## src/rtl/regfile_mp.sv

```systemverilog
// regfile_mp: NREG x WIDTH register file with pending bits; ports clk, reset_n, data_in/write/writenum, reserve/reservenum, readnum_a/b -> registered data_out_a/b, pend_a/b, pend_count
module regfile_mp #(
    parameter int WIDTH   = 16,
    parameter int NREG    = 8,
    parameter int AW      = 3,
    parameter int ZERO_R0 = 0
) (
    input  logic             clk,
    input  logic             reset_n,
    input  logic [WIDTH-1:0] data_in,
    input  logic             write,
    input  logic [AW-1:0]    writenum,
    input  logic             reserve,
    input  logic [AW-1:0]    reservenum,
    input  logic [AW-1:0]    readnum_a,
    input  logic [AW-1:0]    readnum_b,
    output logic [WIDTH-1:0] data_out_a,
    output logic [WIDTH-1:0] data_out_b,
    output logic             pend_a,
    output logic             pend_b,
    output logic [AW:0]      pend_count
);
    logic [WIDTH-1:0] regs_q [NREG];
    logic [WIDTH-1:0] regs_d [NREG];
    logic [NREG-1:0]  pend_q, pend_d;
    logic [WIDTH-1:0] data_a_q, data_a_d, data_b_q, data_b_d;
    logic             pend_a_q, pend_a_d, pend_b_q, pend_b_d;
    logic [AW:0]      cnt_q, cnt_d;
    always_comb begin
        regs_d   = regs_q;
        pend_d   = pend_q;
        data_a_d = '0;
        data_b_d = '0;
        pend_a_d = 1'b0;
        pend_b_d = 1'b0;
        cnt_d    = '0;
        for (int i = 0; i < NREG; i++) begin
            if (write && writenum == AW'(i)) begin
                regs_d[i] = data_in;
                pend_d[i] = 1'b0;
            end
            if (reserve && reservenum == AW'(i)) pend_d[i] = 1'b1;
        end
        if (ZERO_R0 != 0) begin
            regs_d[0] = '0;
            pend_d[0] = 1'b0;
        end
        for (int i = 0; i < NREG; i++) begin
            if (readnum_a == AW'(i)) begin
                data_a_d = regs_d[i];
                pend_a_d = pend_d[i];
            end
            if (readnum_b == AW'(i)) begin
                data_b_d = regs_d[i];
                pend_b_d = pend_d[i];
            end
            cnt_d = cnt_d + {{AW{1'b0}}, pend_d[i]};
        end
    end
    always_ff @(posedge clk) begin
        if (!reset_n) begin
            for (int i = 0; i < NREG; i++) regs_q[i] <= '0;
            pend_q   <= '0;
            data_a_q <= '0;
            data_b_q <= '0;
            pend_a_q <= 1'b0;
            pend_b_q <= 1'b0;
            cnt_q    <= '0;
        end else begin
            regs_q   <= regs_d;
            pend_q   <= pend_d;
            data_a_q <= data_a_d;
            data_b_q <= data_b_d;
            pend_a_q <= pend_a_d;
            pend_b_q <= pend_b_d;
            cnt_q    <= cnt_d;
        end
    end
    assign data_out_a = data_a_q;
    assign data_out_b = data_b_q;
    assign pend_a     = pend_a_q;
    assign pend_b     = pend_b_q;
    assign pend_count = cnt_q;
endmodule

```

## config.mk

```make
export PLATFORM = sky130hd
export DESIGN_NAME = regfile_mp
export DESIGN_NICKNAME = d
export VERILOG_FILES = /design/src/rtl/regfile_mp.sv
export SDC_FILE = /design/constraint.sdc
export NUM_CORES = 1
export LEC_CHECK = 0
export ABC_AREA = 1
export CORE_ASPECT_RATIO = 0.7
export CORE_MARGIN = 5
export CORE_UTILIZATION = 55
export CTS_BUF_LIST = sky130_fd_sc_hd__clkbuf_2
export DETAILED_ROUTE_END_ITERATION = 12
export GPL_TIMING_DRIVEN = 0
export PLACE_DENSITY = 0.84
export SYNTH_ARGS = -nofsm -noshare
export SYNTH_HDL_FRONTEND = slang
export SYNTH_SLANG_ARGS = --single-unit
export TNS_END_PERCENT = 30
```

## constraint.sdc

```tcl
create_clock -name clk -period 3.9 [get_ports clk]
set_input_delay 0.975 -clock clk [delete_from_list [all_inputs] [get_ports clk]]
set_output_delay 0.975 -clock clk [all_outputs]
set_load 0.03 [all_outputs]
```

==> impl_metrics.py <==
metrics = {
    "sta": {
        "setup_violations": 0,
        "fin_crit_sh": 0.954,
        "fin_ws_ps": 178,
        "post-route-min-period_ps": 3720,
        "slew_viol_final": 0,
        "finalHoldViolations": 0,
        "rsz0062_at_grt": "no",
        "skew_ps": 38.2,
        "fin_hold_ws_ps": 491,
        "timing.max_slew.rel_slack": 0.472,
        "fmax_mhz": 269,
        "tightestPinTransition_ps": 788,
    },
    "critical_path": {
        "r2r-start": "pend_q[3]",
        "cpPeakStageDelay_ps": 500,
        "timing.rr.end": "pend_count[2]",
        "crit_type": "in -> reg",
        "cp-end-kind": "flip-flop",
        "cpMaxStageDelayCell": "fa_1",
        "path_cells": "clkdlybuf4s50_1, inv_1, nor2_2, nand2_1, nand2_1, fa_1, fa_1, inv_1, fa_1, inv_1, ha_1, inv_1, fa_1, xor2_1, nor2_1",
        "required_ps": 4570,
        "crit_family": "adder cells",
        "start_kind": "input port",
        "rrSetupSlack_ps": 710,
        "r2r_cells": 12,
        "arrival_ps": 4390,
        "path_max_fanout": 4,
        "crit_buf_inv": 5,
    },
    "global_route": {
        "track_usage": 0.302,
        "antenna_found_initial": 0,
        "grt.overflow.total": 0,
        "grt_pass1_wl_mm": 44.9,
        "grt_pass1_vias": 9087,
        "grt_max_degree": 17,
    },
    "status": {
        "status": "finished, final reports clean",
    },
    "final_layout": {
        "area_growth_pct": 14.2,
        "multiInputGateArea_um2": 4440,
        "layout.nets": 1537,
        "diodes": 0,
        "nFillCells": 1508,
        "drive_above_1_share": 0.0913,
        "postLayoutCoreUtil": 0.634,
        "regArea_um2": 3480,
        "final_cells": 1736,
    },
    "yosys": {
        "synth.most_common_cell": "nand2_1",
        "async_reset_ff_frac": 0,
        "netlist_top_cells_area": "dfxtp_1, nand2_1, nand3_1, inv_1, nor2_1",
        "synth_cell_types": 31,
        "syn_avg_cell_area_um2": 6.39,
        "syn-num-nets": 1447,
        "synth-main-ff-cell": "dfxtp_1",
        "netlist_area_um2": 9000,
        "seq_area_frac_synth": 0.387,
        "synth_common_cells": "nand2_1, inv_1, nor2_1",
        "yosys_warnings": 0,
        "synth-edff-count": 0,
        "synth_top_area_share": 0.387,
        "synth.ff_latch_count": 174,
        "yosysTopAreaCell": "dfxtp_1",
        "syn_inst": 1408,
    },
    "worst_hold_path": {
        "min_delay_path_depth": 2,
        "hold_path_class": "reg -> reg",
        "hold_start": "pend_q[0]",
        "hold_path_end": "pend_q[0]",
    },
    "clocking": {
        "clkTransAtPathRegs_ps": 250,
        "root_buffer": "clkbuf_2",
        "cts.path.max_buffers": 2,
        "cts_tree": "yes",
        "hold_buffers": 0,
        "worst_skew_pair.late_latency_ps": 780,
        "htree_levels": 4,
        "cts_sinks": 174,
        "cts_buffers": 17,
    },
    "power_and_ir_drop": {
        "powerDensity_nw_per_um2": 350,
        "p_total_mw": 3.60,
        "p_leak_nw": 4.95,
        "ir_drop_mv": 0.187,
    },
    "floorplanning": {
        "die_area_um2": 19100,
        "rows": 39,
        "start_util": 0.555,
        "die_w_um": 163,
        "core_um2": 16200,
        "die_h_um": 117,
        "num_io_pins": 70,
    },
    "placed_design": {
        "place.gp.congestion": 1.01,
        "dp.final_hpwl_mm": 21.0,
        "dp.cells": 1698,
        "dp_slack_ps": -1040,
        "port_buffers": 65,
    },
    "detailed_routing": {
        "routed_wl_mm": 28.9,
        "first_pass_iters": 6,
        "drtIter0Drc": 1163,
        "wl_per_cell_um": 16.6,
        "vias": 9827,
        "drcViolationCount": 0,
        "final_antenna_net_count": 0,
        "viasPerCell": 5.66,
    },
    "job": {
        "maxCapViolations": 0,
    },
}
-- per-stage QoR --
stage	setup TNS [ps]	area, um2
floorplan	0	9010
global placement	-2890	9940
detailed placement	-3150	9940
CTS	0	10200
global route	0	10300
finish	0	10300
-- area by class of cell --
type                    count  share of cell area
clock buffers              18             0.00876
multi-input cells         959               0.432
repair buffers             71              0.0683
clock inverters            14              0.0174
flip-flops and latches    174               0.339
plain buffers              61              0.0290
well taps                 225              0.0274
inverters                 214              0.0783
-- sequential cells by signal, summed over array words and instances, names as in the netlist --
| register | cells |
|---|---|
| regs_q | 128 |
| data_out_a | 16 |
| data_out_b | 16 |
| pend_q | 8 |
| pend_count | 4 |
| pend_a | 1 |
| pend_b | 1 |
-- how the worst max path moves through the flow --
stage / startpoint / to / slack (ps) / cells after the start
5_1_grt: writenum[0] / pend_count[2] / 80 / 16
4_1_cts: writenum[1] / pend_count[2] / 10 / 15
6_report: reserve / pend_count[2] / 180 / 15
2_1_floorplan: write / pend_count[2] / 0.7 / 15
3_3_place_gp: writenum[0] / pend_count[2] / -970 / 16
3_5_place_dp: writenum[0] / pend_count[2] / -1040 / 16
-- routing by layer --
metal,global-route usage,vias up,share of wire
met5,0,-,0
met4,0.148,0,0.046
met3,0.0819,145,0.14
met2,0.472,727,0.43
met1,0.391,4379,0.38
li1,-,4576,-
-- cells in the final DEF (no fill, tap or decap), types with 3 or more instances in the layout --
cell | synthesis | layout
a21oi_1 | 11 | 11
buf_2 | 27 | 27
buf_4 | 6 | 12
bufinv_16 | 0 | 3
clkbuf_1 | 23 | 23
clkbuf_2 | 4 | 22
clkdlybuf4s50_1 | 0 | 61
dfxtp_1 | 174 | 174
dlymetal6s2s_1 | 0 | 3
fa_1 | 4 | 4
ha_1 | 3 | 3
inv_1 | 209 | 208
inv_2 | 4 | 5
inv_6 | 0 | 6
nand2_1 | 342 | 341
nand2_2 | 15 | 14
nand2_4 | 1 | 3
nand3_1 | 189 | 189
nand4_1 | 31 | 31
nor2_1 | 208 | 206
nor2_2 | 3 | 4
nor2_4 | 2 | 3
nor3_1 | 3 | 3
nor3_2 | 10 | 10
o21a_1 | 11 | 11
o21ai_0 | 78 | 78
o21ai_1 | 18 | 18
o21bai_1 | 3 | 3
or2_2 | 21 | 21
-- power by group --
| group | switching, mW | leakage, nW | internal [mW] | total, mW |
|---|---|---|---|---|
| Clock | 0.694 | 0.154 | 0.374 | 1.07 |
| Combinational | 0.445 | 3.37 | 0.206 | 0.651 |
| Sequential | 0.0177 | 1.42 | 1.86 | 1.88 |
-- tightest hold or removal path: stages (launching register included) --
cell and delay (ps):
dfxtp_1 350, nand2_1 70, a21oi_1 60
-- cell families after synthesis --
group,after synthesis,synth area share
adder cells (fa/ha/maj),7,0.0131
flip-flops,174,0.387
buffers and inverters,275,0.122
AO/OA/AOI/OAI,125,0.0748
XOR/XNOR,1,0.000973
AND/OR/NAND/NOR,826,0.402
-- timing repair --
action / 4_1_cts / 5_1_grt
pin swaps: 4 / 5
cloned: 0 / 0
resized for setup: 4 / 6
endpoints found under the setup margin: 2 / 2
setup buffers: 3 / 3
Power figures use the tool's default switching activity.
